--- src/rtl/xfer_counter.sv ---
// xfer_counter -- byte/bit transfer counter for the I2C master.
//
// Tracks the bit slot inside each byte frame (BYTE_BITS data slots plus one
// ACK slot) and the number of bytes still to transfer. Early-warning flags
// let the master controller schedule NACK/STOP ahead of the final byte.
//
// Handshake: load, abort and bit_tick are single-cycle strobes with no ready
// path; the counter accepts every strobe on the edge it is sampled. When
// several arrive together only the highest priority one acts
// (abort > load > bit_tick) and the others are dropped.
//
// Ports:
//   clk           system clock, rising edge
//   rst           asynchronous active-high reset
//   load          latch packet_length, clear bit position, enter DATA
//   packet_length bytes to transfer (0 means 2^BITS)
//   bit_tick      one SCL bit slot completed
//   abort         drop the transfer, return to IDLE
//   remaining     bytes not yet completed
//   bit_index     current slot; 0..BYTE_BITS-1 data, BYTE_BITS is ACK
//   ack_phase     in the ACK slot
//   byte_done     registered pulse when an ACK slot completes
//   xfer_done     registered pulse when remaining goes 1 -> 0
//   last_byte     remaining == 1
//   near_end      1 <= remaining <= LOOKAHEAD
//   zero          remaining == 0
//   busy          not IDLE
//   overrun       sticky: bit_tick seen while IDLE; cleared by load/abort
//   state_dbg     raw FSM state (0 IDLE, 1 DATA, 2 ACK) for checkers
module xfer_counter #(
    parameter int BITS      = 6,
    parameter int BYTE_BITS = 8,
    parameter int LOOKAHEAD = 1
) (
    input  logic                           clk,
    input  logic                           rst,
    input  logic                           load,
    input  logic [BITS-1:0]                packet_length,
    input  logic                           bit_tick,
    input  logic                           abort,
    output logic [BITS:0]                  remaining,
    output logic [$clog2(BYTE_BITS+1)-1:0] bit_index,
    output logic                           ack_phase,
    output logic                           byte_done,
    output logic                           xfer_done,
    output logic                           last_byte,
    output logic                           near_end,
    output logic                           zero,
    output logic                           busy,
    output logic                           overrun,
    output logic [1:0]                     state_dbg
);

    localparam int IW = $clog2(BYTE_BITS + 1);
    localparam logic [IW-1:0]  LAST_DATA = IW'(BYTE_BITS - 1);
    localparam logic [IW-1:0]  ACK_IDX   = IW'(BYTE_BITS);
    localparam logic [BITS:0]  FULL_LEN  = {1'b1, {BITS{1'b0}}};
    localparam logic [BITS:0]  LOOK      = (BITS+1)'(LOOKAHEAD);
    localparam logic [BITS:0]  ONE       = (BITS+1)'(1);

    typedef enum logic [1:0] {
        S_IDLE = 2'd0,
        S_DATA = 2'd1,
        S_ACK  = 2'd2
    } state_t;

    state_t        state_q, state_d;
    logic [BITS:0] rem_q, rem_d;
    logic [IW-1:0] idx_q, idx_d;
    logic          byte_done_d, xfer_done_d, overrun_d;

    always_ff @(posedge clk or posedge rst) begin
        if (rst) begin
            state_q   <= S_IDLE;
            rem_q     <= '0;
            idx_q     <= '0;
            byte_done <= 1'b0;
            xfer_done <= 1'b0;
            overrun   <= 1'b0;
        end else begin
            state_q   <= state_d;
            rem_q     <= rem_d;
            idx_q     <= idx_d;
            byte_done <= byte_done_d;
            xfer_done <= xfer_done_d;
            overrun   <= overrun_d;
        end
    end

    always_comb begin
        state_d     = state_q;
        rem_d       = rem_q;
        idx_d       = idx_q;
        byte_done_d = 1'b0;
        xfer_done_d = 1'b0;
        overrun_d   = overrun;

        if (abort) begin
            state_d   = S_IDLE;
            rem_d     = '0;
            idx_d     = '0;
            overrun_d = 1'b0;
        end else if (load) begin
            // A load while busy is a repeated start: the old count is discarded.
            rem_d     = (packet_length == '0) ? FULL_LEN : {1'b0, packet_length};
            idx_d     = '0;
            state_d   = S_DATA;
            overrun_d = 1'b0;
        end else if (bit_tick) begin
            case (state_q)
                S_IDLE: begin
                    overrun_d = 1'b1;
                end
                S_DATA: begin
                    if (idx_q == LAST_DATA) begin
                        idx_d   = ACK_IDX;
                        state_d = S_ACK;
                    end else begin
                        idx_d = idx_q + 1'b1;
                    end
                end
                S_ACK: begin
                    // ACK is only entered with rem_q >= 1, so this cannot wrap.
                    rem_d       = rem_q - ONE;
                    idx_d       = '0;
                    byte_done_d = 1'b1;
                    if (rem_q == ONE) begin
                        xfer_done_d = 1'b1;
                        state_d     = S_IDLE;
                    end else begin
                        state_d = S_DATA;
                    end
                end
                default: begin
                    state_d = S_IDLE;
                end
            endcase
        end
    end

    assign remaining = rem_q;
    assign bit_index = idx_q;
    assign ack_phase = (state_q == S_ACK);
    assign busy      = (state_q != S_IDLE);
    assign zero      = (rem_q == '0);
    assign last_byte = (rem_q == ONE);
    assign near_end  = (rem_q != '0) && (rem_q <= LOOK);
    assign state_dbg = state_q;

endmodule

--- config.mk ---
export PLATFORM = sky130hd
export DESIGN_NAME = xfer_counter
export DESIGN_NICKNAME = d
export VERILOG_FILES = /design/src/rtl/xfer_counter.sv
export SDC_FILE = /design/constraint.sdc
export NUM_CORES = 1
export LEC_CHECK = 0
export BUFFER_PORTS_ARGS = -buffer_cell sky130_fd_sc_hd__buf_2
export CAP_MARGIN = 20
export CORE_MARGIN = 2
export CORE_UTILIZATION = 30
export DETAILED_ROUTE_END_ITERATION = 10
export SLEW_MARGIN = 10
export SYNTH_ARGS = -nofsm -noshare
export SYNTH_HDL_FRONTEND = slang
export SYNTH_SLANG_ARGS = --single-unit
--- constraint.sdc ---
create_clock -name clk -period 2.2 [get_ports clk]
set_input_delay 0.44 -clock clk [delete_from_list [all_inputs] [get_ports clk]]
set_output_delay 0.44 -clock clk [all_outputs]
set_load 0.01 [all_outputs]
; Word level (Yosys, flattened, before mapping)
; Index checks and enable logic that the tools add are counted.
[word_totals]
register_bits = 16
inputBits = 11
word_cells = 58
[op_classes]
n_addsub = 2
n_lt_le_gt_ge = 1
eq_ne = 6
mux = 29
n_reduce_logical = 14
[ops]
columns = operator, n
row1 = $mux W7, 5
row2 = $mux W4, 4
row3 = $mux W1, 14
row4 = $reduce_bool A3 Y1, 3
row5 = $mux W2, 4
row6 = $pmux W4 S2, 1
row7 = $eq A7 B1 Y1 const B, 1
row8 = $le A7 B1 Y1 const B, 1
row9 = $logic_not A7 Y1, 1
row10 = $reduce_bool A7 Y1, 1
row11 = $sub A7 B1 Y7 const B, 1
row12 = $logic_not A6 Y1, 1
row13 = $pmux W2 S3, 1
row14 = $reduce_and A2 Y1, 3
row15 = $add A4 B1 Y4 const B, 1
row16 = $eq A4 B3 Y1 const B, 1
row17 = $ne A4 B4 Y1 const B, 1
row18 = $reduce_bool A4 Y1, 1
row19 = $ne A3 B3 Y1 const B, 1
row20 = $reduce_and A3 Y1, 1
row21 = $eq A2 B1 Y1 const B, 1
row22 = $eq A2 B2 Y1 const B, 1
row23 = $logic_not A2 Y1, 1
row24 = $reduce_bool A2 Y1, 1
row25 = $logic_and A1 B1 Y1, 1

; Logic depth before layout (Yosys ltp)
[logic_depth]
ltp_word = 6
mapped_depth = 8
depth_no_buf = 6

; Worst setup path after synthesis
; No wires, ideal clock.
[synth_timing]
path_kind = register -> register
startpoint = register state_q[0] (netlist: state_dbg[0])
endpoint = register rem_q[5] (netlist: remaining[5])
arrival_time_ps = 1579
required_time_ps = 2106
slack_ps = 527
path_stages_with_launch = 9
path_buffers = 2
synth_period_minus_slack_ps = 1673
cell_sequence = dfrtp_1 inv_1 ha_1 buf_2 and2_0 buf_2 nand3_1 xor2_1 a211oi_1
[synth_via]
elab_chain_len = 3
[synth_rtl]
columns = item, line_no
row1 = from (decl), 67  ; state_t state_q, state_d;
row2 = from (signal assigned), 81  ; state_q <= state_d;
row3 = $eq A2 B2 Y1, -
row4 = net ack_phase, 43  ; output logic ack_phase,
row5 = $reduce_bool A3 Y1 (no line), -
row6 = $reduce_and A2 Y1 (no line), -
row7 = to (signal assigned), 82  ; rem_q <= rem_d;
row8 = to (decl), 68  ; logic [BITS:0] rem_q, rem_d;
; The timed path passes the listed nets, and every way through them passes these cells.
; A chain may end at the register's enable or synchronous reset.

; Worst setup path in the final report
[layout_timing]
startpoint = register rem_q[2] (netlist: remaining[2])
endpoint = output near_end
[layout_via]
elab_chain_len = 2
elab_cells_between_ends = 3
cone_classes = order compare (1) / reduce/logical (2)
[layout_rtl]
columns = item, line_no
row1 = $le A7 B1 Y1 or $reduce_bool A7 Y1 (tied branches), 147  ; assign near_end = (rem_q != '0) && (rem_q <= LOOK);
row2 = $logic_and A1 B1 Y1 *, 147
row3 = to (decl), 47  ; output logic near_end,
; Every way passes the cells marked *; elsewhere a longest branch is shown, timed or not.

==> results by group <==
Global route
  • Largest net degree at the start of global routing: 17
  • Vias in the first global route: about 800
  • Global Route Usage Sum: 0.1326
  • Grt ovf: 0
  • Initial antenna violation count: 0
  • First-pass GRT wire length: between 3000 and 4000 µm

Setup path
  • Worst path bufs/invs: 1
  • Critical path's slowest cell: dfrtp_1
  • Kind of cell adding the most delay to the critical path: simple AND/OR/NAND/NOR gates
  • Crit start category: register
  • Critical Path Sink Type: output port
  • CP Max Fanout: 6
  • FF-to-FF Start: state_dbg[0]$_DFFE_PP0P_
  • CP max stage delay: between 0.4 and 0.5 ns
  • WP data arrival: roughly 1.7 ns
  • Crit path launch: remaining[2]$_DFFE_PP0P_
  • Crit Path Class: reg2out
  • Ordered list of cells on the worst path: nor4_4 -> o21ai_0 -> nor3_1 -> buf_2
  • Worst EP required: roughly 1.8 ns

Layout
  • Layout area overhead: 23.10%
  • Non-Filler Cell Area, Final: 0.001194 mm²
  • Non-Filler Instances: 183
  • Register area: between 400 and 500 µm²
  • Fin util: 0.3910
  • Area of the multi-input gates: 516.7 µm²
  • N_diodes: 0
  • Nets: about 160
  • Layout cells sized above 1: 0.2806
  • Fill cells: about 340

Timing
  • Fmax: between 400 and 500 MHz
  • RSZ-0062 raised after global routing: no
  • Fin Hold WS: between 0.2 and 0.25 ns
  • Final setup vio count: 0
  • Worst slew pin tran: just over 0.6 ns
  • Clock skew: between 0.006 and 0.007 ns
  • Final worst path period share: 0.9486
  • Setup_tns: 0 ns
  • Slew margin rel.: 0.5897
  • Count of pins over their slew limit: 0
  • Endpoints failing hold: 0
  • Period minus WS final: 2.087 ns
  • Final WS setup: 0.1131 ns

Placement
  • Port-buffer cells: 31
  • HPWL Detailed: 1712 µm
  • RD Place Congestion: 0.8304
  • Area after DPL: between 0.001 and 0.0015 mm²
  • Dpl ws: around 0.42 ns
  • Placed insts: between 150 and 200

Hold path
  • Hold Crit Class: in2async

Die
  • Total I/O pin count: 32
  • Die Width: between 60 and 70 µm
  • Full die area: around 0.0037 mm²
  • Core ar.: between 0.003 and 0.004 mm²
  • Std cell rows: 20
  • Vert. Die Dim: around 61 µm
  • Initial core utilization: 0.3176

Detailed routing
  • DRC violations left: 0
  • Routed len/inst: 12.00 µm
  • Vias per inst: 4.940
  • DRT Pass-1 Iters: 4
  • DRT Wirelength: 2196 µm
  • DRT iter0 DRCs: between 40 and 50
  • Vias: about 900
  • Detail Route Antenna Nets: 0

Pwr
  • Gate power share: 0.172
  • Switching pwr: 0.1768 mW
  • P_leak: ~0.57 nW
  • P per Cell Area: 524.9 mW/mm²
  • Peak VDD IR: about 0.00015 V
  • Tot Pwr: between 0.6 and 0.7 mW
  • Clk network pwr share: 0.316
  • Sequential power share: 0.512
  • Internal power: ~0.45 mW
  • Switch share: 0.2821

CTS
  • Num Clock Sinks: 16
  • CTS resizes: 0
  • Clock insertion delay at the later pin of the skew report: slightly below 0.3 ns
  • Clock tree buffer depth: 2
  • Hold buffers post-CTS: 0
  • TritonCTS clock tree: built
  • Reg clk slew, reported paths: roughly 0.10 ns
  • Depth of the CTS H-tree: 1
  • Post-CTS setup buffers: 0
  • CTS root buf: clkbuf_4
  • Total CTS buffers: 3

Synthesis
  • Largest cells by area after synthesis: dfrtp_1 41%, ha_1 7.7%, nor2_1 6.2%
  • Seq/Total Area, Yosys: 0.4129
  • Synthesized area per cell: ~9 µm²
  • Netlist cell types: 31
  • Share of Yosys cell area claimed by the top area cell type: 0.4129
  • Cells after Synth: roughly 110
  • Post-Syn Area: 969.7 µm²
  • Register bit count reported by yosys: 16
  • Syn. warnings: 0
  • Net Count, Synth: ~130
  • Area leader, netlist: dfrtp_1

Outcome
  • Status: completed

Run
  • Max-Cap Viols: 0
-- layout by cell type (no fill, tap or decap) --
cell type | Yosys | final
a41oi_1 | 1 | 1
clkbuf_4 | 0 | 3
a211oi_1 | 5 | 5
dfrtp_1 | 16 | 16
nor3_1 | 9 | 9
nand2b_1 | 2 | 2
and2_0 | 1 | 1
xnor2_1 | 3 | 3
nor2_1 | 16 | 16
and3_1 | 1 | 1
o22ai_1 | 1 | 1
buf_2 | 2 | 31
a22oi_1 | 1 | 1
ha_1 | 6 | 6
nand4_1 | 1 | 1
clkbuf_8 | 0 | 1
a311oi_1 | 1 | 1
xor2_1 | 2 | 2
inv_1 | 7 | 7
nor4_4 | 1 | 1
a21oi_1 | 10 | 10
o21ai_0 | 1 | 1
clkinv_1 | 1 | 1
nand4b_1 | 1 | 1
or2_2 | 1 | 1
nand2_1 | 6 | 6
nor3b_1 | 3 | 3
nand3b_1 | 2 | 2
nor4_2 | 2 | 2
nor2b_1 | 1 | 1
nand3_1 | 2 | 2
-- routing by layer --
layer | wire length [µm] | vias to the layer above | global-route usage
met3 | 122 | 2 | 0.02132
met2 | 1018 | 28 | 0.2151
met5 | 0 | - | 0
met4 | 8 | 0 | 0.05590
li1 | - | 440 | -
met1 | 1047 | 434 | 0.1749
-- registers in the layout, summed over array words and instances (netlist names) --
register	count
bit_index	4
byte_done	1
overrun	1
remaining	7
state_dbg	2
xfer_done	1
-- area by class of cell --
cell class	instances	area share
Clock buffer	4	0.03040
Inverter	8	0.02516
Multi-Input combinational cell	80	0.4329
Sequential cell	16	0.3354
Tap cell	44	0.04612
Timing Repair Buffer	31	0.1300
-- logic make-up (layout without fill, tap and decap cells) --
kind of cell / Yosys count / count (layout) / synth area share
buffers and inverters: 13 / 43 / 0.05419
adder cells (fa/ha/maj): 6 / 6 / 0.07742
AO/OA/AOI/OAI: 20 / 20 / 0.1278
AND/OR/NAND/NOR: 49 / 49 / 0.2826
XOR/XNOR: 5 / 5 / 0.04517
flip-flops: 16 / 16 / 0.4129
-- cells in the mapped netlist --
cell type  number
a21oi_1        10
clkinv_1        1
nor4_2          2
nor2_1         16
nand4b_1        1
nand3_1         2
clkbuf_1        2
xnor2_1         3
nand2_1         6
a41oi_1         1
and3_1          1
a211oi_1        5
o21ai_0         1
nor3_1          9
a311oi_1        1
nand4_1         1
ha_1            6
nand2b_1        2
inv_1           7
nor2b_1         1
nor3b_1         3
xor2_1          2
and2_0          1
nand3b_1        2
or2_2           1
o22ai_1         1
clkbuf_2        1
nor4_4          1
a22oi_1         1
dfrtp_1        16
buf_2           2
-- path summary, 6_finish.rpt --
check / endpoint / cells after the start / slack [ns]
worst max-delay path: near_end / 4 / 0.11
worst min-delay path: remaining[3]$_DFFE_PP0P_ / 2 / 0.20
worst max register to register: remaining[5]$_DFFE_PP0P_ / 6 / 0.41
worst min register to register: overrun$_DFFE_PP0P_ / 2 / 0.50
max in group asynchronous: xfer_done$_DFF_PP0_ / 2 / 1.59
min in group clk: remaining[0]$_DFFE_PP0P_ / 3 / 0.40
-- power by group through the flow --
| stage | combinational [mW] | clock, mW | sequential (mW) |
|---|---|---|---|
| 2_1_floorplan | 0.0644 | 0 | 0.329 |
| 3_3_place_gp | 0.109 | 0 | 0.326 |
| 3_5_place_dp | 0.109 | 0 | 0.326 |
| 4_1_cts | 0.110 | 0.205 | 0.321 |
| 5_1_grt | 0.123 | 0.215 | 0.323 |
| 6_report | 0.108 | 0.198 | 0.321 |
Power figures use the tool's default switching activity.
